==> config.mk <==
export PLATFORM = sky130hd
export DESIGN_NAME = lms_rx_iq_deinterleave
export DESIGN_NICKNAME = d
export VERILOG_FILES = /design/src/rtl/lms_if_pkg.sv /design/src/rtl/lms_frame_mon.sv /design/src/rtl/lms_rx_iq_deinterleave.sv
export SDC_FILE = /design/constraint.sdc
export NUM_CORES = 1
export LEC_CHECK = 0
export BUFFER_PORTS_ARGS = -buffer_cell sky130_fd_sc_hd__buf_2
export CORE_UTILIZATION = 51
export CTS_CLUSTER_DIAMETER = 100
export DETAILED_ROUTE_END_ITERATION = 12
export PLACE_DENSITY = 0.8
export RECOVER_POWER = 25
export SYNTH_ARGS = -nofsm -noshare
export SYNTH_HDL_FRONTEND = slang
export SYNTH_SLANG_ARGS = --single-unit
==> constraint.sdc <==
create_clock -name clk -period 5.6 [get_ports clk]
set_input_delay 0.56 -clock clk [delete_from_list [all_inputs] [get_ports clk]]
set_output_delay 0.56 -clock clk [all_outputs]
set_load 0.03 [all_outputs]
==> src/rtl/lms_if_pkg.sv <==
// Shared constants for the LMS6002D RX interface: ADC word width,
// default lock depth and the deinterleave FSM state encoding.
package lms_if_pkg;

    localparam int LMS_DW         = 12;
    localparam int LMS_OW         = 14;
    localparam int LMS_LOCK_PAIRS = 4;

    localparam logic [1:0] ST_HUNT   = 2'd0;
    localparam logic [1:0] ST_WANT_Q = 2'd1;
    localparam logic [1:0] ST_WANT_I = 2'd2;

endpackage

==> src/rtl/lms_frame_mon.sv <==
// Framing monitor: counts consecutive good I/Q pairs to declare lock and
// keeps a saturating framing-error counter with a synchronous clear.
module lms_frame_mon
    import lms_if_pkg::*;
#(
    parameter int LOCK_PAIRS = LMS_LOCK_PAIRS,
    parameter int ERR_W      = 16
) (
    input  logic             clk,
    input  logic             reset_n,
    input  logic             emit,
    input  logic             err,
    input  logic             clr_err,
    output logic             locked,
    output logic [ERR_W-1:0] err_cnt
);

    localparam logic [3:0] LOCK_TGT = 4'(LOCK_PAIRS);

    logic [3:0] good_cnt;

    // Lock asserts on the pair that brings the count to LOCK_TGT.
    always_ff @(posedge clk or negedge reset_n) begin
        if (!reset_n) begin
            good_cnt <= 4'd0;
            locked   <= 1'b0;
        end else if (err) begin
            good_cnt <= 4'd0;
            locked   <= 1'b0;
        end else if (emit) begin
            if (good_cnt != LOCK_TGT)
                good_cnt <= good_cnt + 4'd1;
            if (good_cnt >= LOCK_TGT - 4'd1)
                locked <= 1'b1;
        end
    end

    // Clear takes priority over a coincident error.
    always_ff @(posedge clk or negedge reset_n) begin
        if (!reset_n)
            err_cnt <= '0;
        else if (clr_err)
            err_cnt <= '0;
        else if (err && (err_cnt != '1))
            err_cnt <= err_cnt + 1'b1;
    end

endmodule

==> src/rtl/lms_rx_iq_deinterleave.sv <==
// LMS6002D RX I/Q deinterleaver: pairs interleaved ADC words into aligned,
// left-justified I/Q outputs with a strobe. Optional ramp: LMS_RX_TESTPAT_EN.
module lms_rx_iq_deinterleave
    import lms_if_pkg::*;
#(
    parameter int DW         = LMS_DW,
    parameter int OW         = LMS_OW,
    parameter int LOCK_PAIRS = LMS_LOCK_PAIRS,
    parameter int ERR_W      = 16
) (
    input  logic             clk,
    input  logic             reset_n,
    input  logic [DW-1:0]    rx_d,
    input  logic             rx_iqsel,
    input  logic             swap_iq,
    input  logic             test_mode,
    input  logic             clr_err,
    output logic [OW-1:0]    adc_i,
    output logic [OW-1:0]    adc_q,
    output logic             strobe,
    output logic             locked,
    output logic [ERR_W-1:0] err_cnt
);

    localparam int PAD = OW - DW;

    logic [DW-1:0] d_r;
    logic          sel_r;
    logic [DW-1:0] hold_i;
    logic [1:0]    state;
    logic [1:0]    state_nxt;
    logic          emit;
    logic          err;
    logic          capture;
    logic [OW-1:0] word_i;
    logic [OW-1:0] word_q;

    always_ff @(posedge clk or negedge reset_n) begin
        if (!reset_n) begin
            d_r   <= '0;
            sel_r <= 1'b0;
        end else begin
            d_r   <= rx_d;
            sel_r <= rx_iqsel;
        end
    end

    always_comb begin
        state_nxt = state;
        emit      = 1'b0;
        err       = 1'b0;
        capture   = 1'b0;
        case (state)
            ST_HUNT: begin
                if (sel_r) begin
                    capture   = 1'b1;
                    state_nxt = ST_WANT_Q;
                end
            end
            ST_WANT_Q: begin
                if (!sel_r) begin
                    emit      = 1'b1;
                    state_nxt = ST_WANT_I;
                end else begin
                    err     = 1'b1;
                    capture = 1'b1;
                end
            end
            ST_WANT_I: begin
                if (sel_r) begin
                    capture   = 1'b1;
                    state_nxt = ST_WANT_Q;
                end else begin
                    err       = 1'b1;
                    state_nxt = ST_HUNT;
                end
            end
            default: state_nxt = ST_HUNT;
        endcase
    end

    always_ff @(posedge clk or negedge reset_n) begin
        if (!reset_n) begin
            state  <= ST_HUNT;
            hold_i <= '0;
        end else begin
            state <= state_nxt;
            if (capture)
                hold_i <= d_r;
        end
    end

    assign word_i = {hold_i, {PAD{1'b0}}};
    assign word_q = {d_r, {PAD{1'b0}}};

`ifdef LMS_RX_TESTPAT_EN
    logic [OW-1:0] ramp;

    // The ramp only advances on strobes that actually carry the pattern.
    always_ff @(posedge clk or negedge reset_n) begin
        if (!reset_n) begin
            adc_i  <= '0;
            adc_q  <= '0;
            strobe <= 1'b0;
            ramp   <= '0;
        end else begin
            strobe <= emit;
            if (emit) begin
                if (test_mode) begin
                    adc_i <= ramp;
                    adc_q <= ~ramp;
                    ramp  <= ramp + OW'(4);
                end else begin
                    adc_i <= swap_iq ? word_q : word_i;
                    adc_q <= swap_iq ? word_i : word_q;
                end
            end
        end
    end
`else
    logic test_mode_unused;
    assign test_mode_unused = test_mode;

    always_ff @(posedge clk or negedge reset_n) begin
        if (!reset_n) begin
            adc_i  <= '0;
            adc_q  <= '0;
            strobe <= 1'b0;
        end else begin
            strobe <= emit;
            if (emit) begin
                adc_i <= swap_iq ? word_q : word_i;
                adc_q <= swap_iq ? word_i : word_q;
            end
        end
    end
`endif

    lms_frame_mon #(
        .LOCK_PAIRS (LOCK_PAIRS),
        .ERR_W      (ERR_W)
    ) u_frame_mon (
        .clk     (clk),
        .reset_n (reset_n),
        .emit    (emit),
        .err     (err),
        .clr_err (clr_err),
        .locked  (locked),
        .err_cnt (err_cnt)
    );

endmodule

* After elaboration in Yosys (flattened, before gate mapping)
Cells that the tools add are included.
** Operators by class
- Add/sub/neg operators :: 2
- Order comparisons :: 1
- Equality and inequality tests :: 6
- Reduce and logical (&&, ||, !) cells :: 10
- Multiplexer cells :: 19
** Operators with widths (count)
- $mux 16 :: 2
- $mux 14 :: 2
- $add 16x1->16 const B :: 1
- $ne 16x16->1 const B :: 1
- $mux 4 :: 3
- $mux 1 :: 8
- $reduce_bool 2->1 :: 4
- $pmux 2 s3 :: 1
- $reduce_and 2->1 :: 3
- $add 4x1->4 const B :: 1
- $ge 4x2->1 const B :: 1
- $mux 2 :: 2
- $ne 2x2->1 const B :: 2
- $ne 4x3->1 const B :: 1
- $reduce_or 3->1 :: 1
- $eq 2x1->1 const B :: 1
- $eq 2x2->1 const B :: 1
- $logic_not 2->1 :: 1
- $pmux 1 s2 :: 1
- $logic_and 1x1->1 :: 1
** Storage, ports and cells
- Word-level logic and storage cells :: 48
- Bits in registers :: 77
- Input port bits :: 18
- Output and inout bits :: 46

* Longest topological paths before layout
Gate-level depths: netlist of the first run.
- Word-level depth :: 5
- Gate-level depth with buffers :: 6
- Gate-level depth less buffers :: 6

* Cells and area by module
From an unflattened synthesis of the first run, not the netlist that was laid out.
** Second synthesis, totals
- Cell total of the unflattened synthesis :: 249
- Area total of the unflattened synthesis :: 3265.6 µm²
** Modules (own cells, without submodules)
- lms_rx_iq_deinterleave :: seq. area each 1301.2 µm², times used 1, area each 2110.8 µm², cells each 129
- lms_frame_mon :: seq. area each 525.5 µm², times used 1, area each 1154.9 µm², cells each 120

* Worst setup path after synthesis of the first run
Ideal clock, no wire load.
- Path kind :: register to register
- Start :: register u_frame_mon.err_cnt[0]
- End :: register u_frame_mon.err_cnt[10]
- Setup time :: 0.125 ns
- Buffers on the path :: 0
- Cell stages (with the launch flop) :: 6
- Slack :: 3.574 ns
- Arrival :: 1.902 ns
- Cells stage by stage :: dfrtp_1 ha_1 nand4_2 or2_4 nor4_1 mux2_2
** Between the ends
- Word-level cells in the longest chain between the ends :: 3
** Ends and longest elaborated chain
- from (decl) :: line lms_frame_mon.sv:15 : output logic [ERR_W-1:0] err_cnt
- from (signal assigned) :: line lms_frame_mon.sv:45 : err_cnt <= err_cnt + 1'b1;
- $add 16x1->16 / $ne 16x16->1 (equally long branches) :: line lms_frame_mon.sv:45, lms_frame_mon.sv:44
- $mux 16 / $logic_and 1x1->1 (equally long branches) :: line lms_frame_mon.sv:44 : else if (err && (err_cnt != '1))
- $mux 16 / $reduce_bool 2->1 (equally long branches)
Parallel ways exist; a longest one is shown, timed or not. The select of a mux whose other input is x is not followed.
A chain may end at the register's enable or synchronous reset.

* Final worst setup path of the first run
- Start :: register u_frame_mon.err_cnt[0]
- End :: register u_frame_mon.err_cnt[15]
Same word-level chain as after synthesis.

==> flow_metrics.py, run 1 <==
metrics = {
    "yosys": {
        "post-synth-top-area-fraction_pct": 56.3,
        "synth_largest_area_cell": "sky130_fd_sc_hd__dfrtp_1",
        "syn_area_per_cell_um2": 11.4,
        "post-synth-top-count-cell": "sky130_fd_sc_hd__dfrtp_1",
        "synth_enable_flop_cells": 0,
        "netlist_instances": 284,
        "post_synth_instance_area_um2": 3240,
        "synth_cell_type_count": 42,
        "ys_seq_area_share_pct": 56.3,
        "ys_dominant_reg_cell": "sky130_fd_sc_hd__dfrtp_1",
        "ys.warnings.count": 0,
        "synth_seq_cells": 73,
        "netlist_top_cells_area": "sky130_fd_sc_hd__dfrtp_1 56%, sky130_fd_sc_hd__mux2i_1 7.4%, sky130_fd_sc_hd__a21oi_1 6.0%",
        "synth-async-reset-ratio_pct": 100,
        "synthTopCellsByCount": "73 x sky130_fd_sc_hd__dfrtp_1, 39 x sky130_fd_sc_hd__a21oi_1, 32 x sky130_fd_sc_hd__nor2_1",
    },
    "worst_setup_path": {
        "timing_worst_setup_path_type": "register to register",
        "worst_reg2reg_startpoint": "u_frame_mon.err_cnt[0]",
        "path_max_fanout": 16,
        "cp-startpoint": "u_frame_mon.err_cnt[0]",
        "timing.critical_path.required_ns": 5.82,
        "arrival_ns": 2.33,
        "cp_endpoint_kind": "register",
        "critPathLaunchType": "register",
    },
    "clock_tree": {
        "ctsLongestPathBuffers": 2,
        "cts-hold-fix-buffers": 0,
        "postCtsSetupBuffers": 0,
        "tritoncts.num_buffers": 9,
        "post_cts_resize_count": 0,
        "clk_slew_on_worst_s_h_paths_ns": 0.08,
        "cts-root-buf": "sky130_fd_sc_hd__clkbuf_8",
        "worstSkewPairLatency_ns": 0.33,
        "htreeDepth": 3,
        "clock_tree_from_tritoncts": "built",
        "cts_sinks": 73,
    },
    "routing": {
        "routed_wire_length_per_instance_um": 13.8,
        "post_route_drc": 0,
        "firstDrtPassIters": 4,
        "via_count": 2292,
        "wl_um": 5810,
        "via_per_inst": 5.46,
        "antenna_violating_nets_post_route": 0,
        "initialDrtViolationCount": 144,
    },
    "sta": {
        "timing.max_slew.rel_slack_pct": 41.4,
        "setup_clock_skew_after_layout_ns": 0.00548,
        "report.final.setup_viol": 0,
        "final.setup.tns_ns": 0,
        "part_of_the_cycle_the_worst_path_needs_pct": 37.7,
        "finalHoldViolations": 0,
        "worst_pin_slew_ns": 0.879,
        "timing.fmax_ghz": 0.473,
        "report.final.slew_viol_count": 0,
        "setup_repair_after_global_routing_missed_its_margin": "no",
        "fin_crit_ns": 2.11,
    },
    "global_route": {
        "vias_in_the_first_global_route": 2234,
        "grt_overflow_total": 0,
        "first_pass_grt_wire_length_um": 10200,
        "initial_antenna_violation_count": 0,
        "grt_max_degree": 74,
        "track_usage_pct": 20.6,
    },
    "finish": {
        "final_cell_area_um2": 3780,
        "antenna-diode-count": 0,
        "multiInputGateArea_um2": 1330,
        "finalCoreUtilization_pct": 62.8,
        "regArea_um2": 1830,
        "areaGrowthSynthToFinish_pct": 16.7,
        "fillCellCount": 491,
        "fin_nets": 361,
        "drive_above_1_share_pct": 28.7,
    },
    "power_and_ir_drop": {
        "power-per-cell-area_nw_per_um2": 345,
        "p_int_mw": 0.916,
        "p_clk_share_pct": 33.9,
        "p_leak_nw": 1.74,
        "p_sw_mw": 0.387,
        "ir_worst_vdd_v": 0.000211,
        "power.share.switching_pct": 29.7,
        "power_frac_comb_pct": 18.2,
        "seq_power_share_pct": 47.8,
    },
    "placement": {
        "placement_cell_area_um2": 3570,
        "gp_congestion": 0.815,
        "post-dp-hpwl_um": 3770,
        "io_buffers": 58,
    },
    "flow_run": {
        "cap_viol_max_count": 0,
    },
    "floorplanning": {
        "initial_core_utilization_pct": 53.8,
        "die_height_um": 81.7,
        "die_area_um2": 6680,
        "core-area_um2": 6030,
        "num_rows": 28,
        "ioPinCount": 64,
        "die_x_um": 81.7,
    },
    "run_status": {
        "outcome": "finished, final reports clean",
    },
    "min_path": {
        "min_from": "rx_d[8]",
        "worst_hold_path_type": "input pin to register",
    },
}
[power groups by stage]
stage	Sequential [mW]	Combinational (mW)	Clock, mW
6_report	0.623	0.238	0.442
5_1_grt	0.632	0.261	0.482
4_1_cts	0.624	0.242	0.458
3_5_place_dp	0.632	0.242	0
3_3_place_gp	0.629	0.236	0
2_1_floorplan	0.703	0.0953	0
[stage by stage]
step / power (mW) / hold slack (ns) / instances / setup WS [ns]
2_1_floorplan: 0.798 / 0.264 / 287 / 3.57
3_3_place_gp: 0.865 / 0.495 / 404 / 3.50
3_5_place_dp: 0.873 / 0.485 / 404 / 3.48
4_1_cts: 1.32 / 0.298 / 420 / 3.47
5_1_grt: 1.38 / 0.293 / 420 / 3.28
6_report: 1.30 / 0.324 / 420 / 3.49
[layer usage]
| metal | wire, um | up-vias | GRT usage (%) | part of all wire (%) |
|---|---|---|---|---|
| met5 | 0 | - | 0 | 0 |
| met4 | 47 | 0 | 8.42 | 0.81 |
| met3 | 325 | 5 | 6.00 | 5.6 |
| met2 | 2770 | 59 | 34.7 | 48 |
| met1 | 2670 | 1088 | 24.6 | 46 |
| li1 | - | 1140 | - | - |
[final cells by class]
| type | instances | share of cell area (%) |
|---|---|---|
| clock buffer | 10 | 3.37 |
| tap | 75 | 2.48 |
| sequential | 73 | 48.3 |
| timing repair buffer | 61 | 8.17 |
| multi-input combinational | 193 | 35.1 |
| inverter | 2 | 0.198 |
| clock inverter | 6 | 2.38 |
[path summary, 6_finish.rpt]
kind                                      endpoint  slack, ns  cells past startpoint
setup / recovery           u_frame_mon.err_cnt[15]       3.49                      5
max in group asynchronous  u_frame_mon.err_cnt[12]       4.61                      2
min in group asynchronous  u_frame_mon.good_cnt[2]       0.43                      2
hold reg to reg                 u_frame_mon.locked       0.50                      2
setup reg to reg           u_frame_mon.err_cnt[15]       3.49                      5
hold / removal                              d_r[8]       0.32                      1
[kinds of logic after synthesis]
kind of cell    share of synthesized area, %
compound gates                          9.80
mux                                     12.6
xor+xnor                               0.811
buf+inv                                 3.20
fa+ha+maj                               1.16
simple gates                            15.9
flops                                   56.3
other cells                            0.116
[layout by cell type (no fill, tap or decap), drive strengths merged, types with 8 or more instances in the layout]
cell and instances:
dfrtp 73, buf 60, a21oi 39, nor2 33, mux2i 24, mux2 15
clkbuf 11, or4 9, nand3 9, o31ai 8
[registers in the layout, indices dropped and copies added (netlist names)]
signal                count
u_frame_mon.err_cnt      16
adc_i                    12
adc_q                    12
d_r                      12
hold_i                   12
u_frame_mon.good_cnt      4
state                     2
sel_r                     1
strobe                    1
u_frame_mon.locked        1
[critical path: stages (launching register included)]
cell,delay (ns)
sky130_fd_sc_hd__dfrtp_1,0.42
sky130_fd_sc_hd__ha_1,0.29
sky130_fd_sc_hd__nand4_2,0.17
sky130_fd_sc_hd__nor4_4,0.62
sky130_fd_sc_hd__nor4_1,0.16
sky130_fd_sc_hd__mux2_1,0.33
Power figures use the tool's default switching activity.
==> run 2: changes to the inputs <==
--- a/config.mk
+++ b/config.mk
@@ -5,11 +5,12 @@
 export SDC_FILE = /design/constraint.sdc
 export NUM_CORES = 1
 export LEC_CHECK = 0
+export ABC_AREA = 1
 export BUFFER_PORTS_ARGS = -buffer_cell sky130_fd_sc_hd__buf_2
-export CORE_UTILIZATION = 51
+export CORE_UTILIZATION = 50
 export CTS_CLUSTER_DIAMETER = 100
 export DETAILED_ROUTE_END_ITERATION = 12
-export PLACE_DENSITY = 0.8
+export PLACE_DENSITY = 0.81
 export RECOVER_POWER = 25
 export SYNTH_ARGS = -nofsm -noshare
 export SYNTH_HDL_FRONTEND = slang
==> constraint.sdc (replaced) <==
create_clock -name clk -period 1.8 [get_ports clk]
set_input_delay 0.18 -clock clk [delete_from_list [all_inputs] [get_ports clk]]
set_output_delay 0.18 -clock clk [all_outputs]
set_load 0.03 [all_outputs]
==> flow_metrics.py, run 2 <==
metrics = {
    "yosys": {
        "netlist_instances": 395,
        "synthTopCellsByCount": "139 x sky130_fd_sc_hd__nand2_1, 73 x sky130_fd_sc_hd__dfrtp_1, 51 x sky130_fd_sc_hd__o21ai_0",
        "netlist_top_cells_area": "sky130_fd_sc_hd__dfrtp_1 55%, sky130_fd_sc_hd__nand2_1 16%, sky130_fd_sc_hd__o21ai_0 7.6%",
        "post-synth-top-count-cell": "sky130_fd_sc_hd__nand2_1",
        "synth-async-reset-ratio_pct": 100,
        "syn_area_per_cell_um2": 8.46,
        "synth_seq_cells": 73,
        "synth_largest_area_cell": "sky130_fd_sc_hd__dfrtp_1",
        "synth_cell_type_count": 31,
        "post-synth-top-area-fraction_pct": 54.6,
        "ys_dominant_reg_cell": "sky130_fd_sc_hd__dfrtp_1",
        "post_synth_instance_area_um2": 3340,
        "ys_seq_area_share_pct": 54.6,
        "ys.warnings.count": 0,
        "synth_enable_flop_cells": 0,
    },
    "sta": {
        "report.final.slew_viol_count": 0,
        "final.setup.tns_ns": 0,
        "fin_crit_ns": 1.63,
        "hold_ws_ns": 0.210,
        "report.final.setup_viol": 0,
        "setup_repair_after_global_routing_missed_its_margin": "no",
        "finalHoldViolations": 0,
        "part_of_the_cycle_the_worst_path_needs_pct": 90.4,
        "timing.fmax_ghz": 0.614,
        "timing.max_slew.rel_slack_pct": 35.9,
        "finalWorstSetupSlack_ns": 0.172,
        "worst_pin_slew_ns": 0.962,
        "setup_clock_skew_after_layout_ns": 0.00679,
    },
    "finish": {
        "finalCoreUtilization_pct": 63.8,
        "layout_common_cells": "139 x sky130_fd_sc_hd__nand2_1, 73 x sky130_fd_sc_hd__dfrtp_1, 58 x sky130_fd_sc_hd__buf_2",
        "areaGrowthSynthToFinish_pct": 21.9,
        "max_ffs_per_register": 16,
        "top_register": "u_frame_mon.err_cnt",
        "drive_above_1_share_pct": 21.9,
        "antenna-diode-count": 0,
        "layout.cells.most_common": "sky130_fd_sc_hd__nand2_1",
        "fin_nets": 496,
    },
    "routing": {
        "wl_met3_um": 265,
        "wl_um": 6740,
        "post_route_drc": 0,
        "via_per_inst": 5.01,
        "wl_met1_um": 3100,
        "antenna_violating_nets_post_route": 0,
        "top_layer_used": "met4",
        "initialDrtViolationCount": 112,
        "via_count": 2788,
        "detailroute.wirelength.met2_um": 3240,
        "firstDrtPassIters": 4,
        "routed_wire_length_per_instance_um": 12.1,
    },
    "global_route": {
        "vias_in_the_first_global_route": 2645,
        "first_pass_grt_wire_length_um": 11700,
        "track_usage_pct": 21.0,
        "grt_overflow_total": 0,
        "grt_max_degree": 74,
        "initial_antenna_violation_count": 0,
    },
    "worst_setup_path": {
        "path_depth_of_the_worst_reg2reg_path": 10,
        "cpLargestDelayFamily": "simple AND/OR/NAND/NOR gates",
        "worst_setup_path_endpoint": "u_frame_mon.err_cnt[9]",
        "path_max_fanout": 17,
        "worstReg2RegEnd": "u_frame_mon.err_cnt[9]",
        "worst_reg2reg_startpoint": "u_frame_mon.err_cnt[0]",
        "cp-startpoint": "u_frame_mon.err_cnt[0]",
        "crit_path_depth": 10,
        "critical_path.cell_chain": "ha_1 > nand3_2 > inv_2 > nand2_2 > nor2_4 > nor2_4 > buf_12 > nor2_8 > nand2_1 > nand2_1",
        "cp_slowest_stage_delay_ns": 0.35,
        "timing.critical_path.required_ns": 2.09,
        "slowest_stage_cell_on_the_critical_path": "sky130_fd_sc_hd__dfrtp_1",
        "reg2reg_setup_slack_ns": 0.17,
        "worst-path-buf-inv": 2,
        "critPathLaunchType": "register",
        "cp_endpoint_kind": "register",
        "arrival_ns": 1.92,
        "timing_worst_setup_path_type": "register to register",
    },
    "clock_tree": {
        "ctsLongestPathBuffers": 2,
        "htreeDepth": 3,
        "clock_tree_from_tritoncts": "built",
        "tritoncts.num_buffers": 9,
        "worstSkewPairLatency_ns": 0.34,
        "clk_slew_on_worst_s_h_paths_ns": 0.07,
        "cts-root-buf": "sky130_fd_sc_hd__clkbuf_8",
        "cts_sinks": 73,
    },
    "flow_run": {
        "cap_viol_max_count": 0,
    },
    "power_and_ir_drop": {
        "power-per-cell-area_nw_per_um2": 956,
        "report.power.total_mw": 3.90,
        "p_leak_nw": 2.12,
        "ir_worst_vdd_v": 0.000644,
    },
    "floorplanning": {
        "core-area_um2": 6390,
        "initial_core_utilization_pct": 52.4,
        "ioPinCount": 64,
        "die_height_um": 83.8,
        "die_x_um": 83.8,
        "num_rows": 29,
        "die_area_um2": 7020,
    },
    "min_path": {
        "worst_hold_path_type": "input pin to register",
        "min_from": "clr_err",
    },
    "placement": {
        "io_buffers": 58,
        "post-dp-hpwl_um": 4530,
        "place_ws_ns": 0.199,
        "gp_congestion": 0.872,
    },
    "run_status": {
        "outcome": "finished, final reports clean",
    },
}
-- run 2: cell types whose count changed after synthesis, moves of 11 or more --
cell                      previous run  this run
sky130_fd_sc_hd__inv_1               2        28
sky130_fd_sc_hd__nand2_1             6       139
sky130_fd_sc_hd__nor2_1             32        21
sky130_fd_sc_hd__o21ai_0             5        51
sky130_fd_sc_hd__mux2i_1            24         0
sky130_fd_sc_hd__mux2_2             13         0
sky130_fd_sc_hd__a21oi_1            39         2
-- run 2: layout make-up --
cell class              count  area (um2)
clock buffers              10         138
clock inverters             5        56.3
fillers                   541        2310
inverters                  30         113
multi-input cells         277        1310
flip-flops and latches     73        1830
well taps                  77        96.3
repair buffers             84         533
-- run 2: routing by layer --
metal / up-vias / track usage [%]
li1: 1411 / -
met3: 12 / 4.65
met2: 74 / 36.7
met4: 0 / 8.94
met1: 1291 / 25.0
met5: - / 0
-- run 2: worst min-delay path: cells and delay by family --
| kind | cells | cell delay (ns) |
|---|---|---|
| buf+inv | 1 | 0.17 |
| simple gates | 3 | 0.16 |
-- run 2: cells by family after synthesis --
logic type / count (synthesis) / synth area share (%)
and+or+nand+nor: 205 / 26.8
DFF: 73 / 54.6
AOI/OAI and AO/OA: 61 / 9.92
buffers and inverters: 48 / 6.40
xor gates and xnor gates: 4 / 1.05
adders and majority gates: 3 / 1.12
other: 1 / 0.112
-- run 2: worst min-delay path by stage --
stage                             end  slack, ns  depth (start not counted)
6_report       u_frame_mon.err_cnt[8]       0.21                          4
4_1_cts        u_frame_mon.err_cnt[8]       0.20                          4
3_3_place_gp       u_frame_mon.locked       0.24                          2
3_5_place_dp   u_frame_mon.err_cnt[3]       0.24                          2
5_1_grt        u_frame_mon.err_cnt[7]       0.23                          4
2_1_floorplan               adc_i[10]      -0.12                          0
-- run 2: stage by stage --
| stage | instance area, um2 | cells |
|---|---|---|
| 5_1_grt | 4080 | 556 |
| 3_3_place_gp | 3750 | 527 |
| 2_1_floorplan | 3350 | 398 |
| 4_1_cts | 4090 | 556 |
| 3_5_place_dp | 3750 | 527 |
| 6_report | 4080 | 556 |
-- run 2: report_power, final --
part / internal (mW) / switching (mW) / total, mW / leakage, nW
Sequential: 1.80 / 0.0942 / 1.90 / 0.924
Combinational: 0.221 / 0.517 / 0.738 / 1.09
Clock: 0.667 / 0.593 / 1.26 / 0.0981
-- run 2: repair_timing --
item,4_1_cts,5_1_grt
resized for setup,0,0
setup buffers,0,0
hold buffers,14,0
hold endpoints to repair,86,0
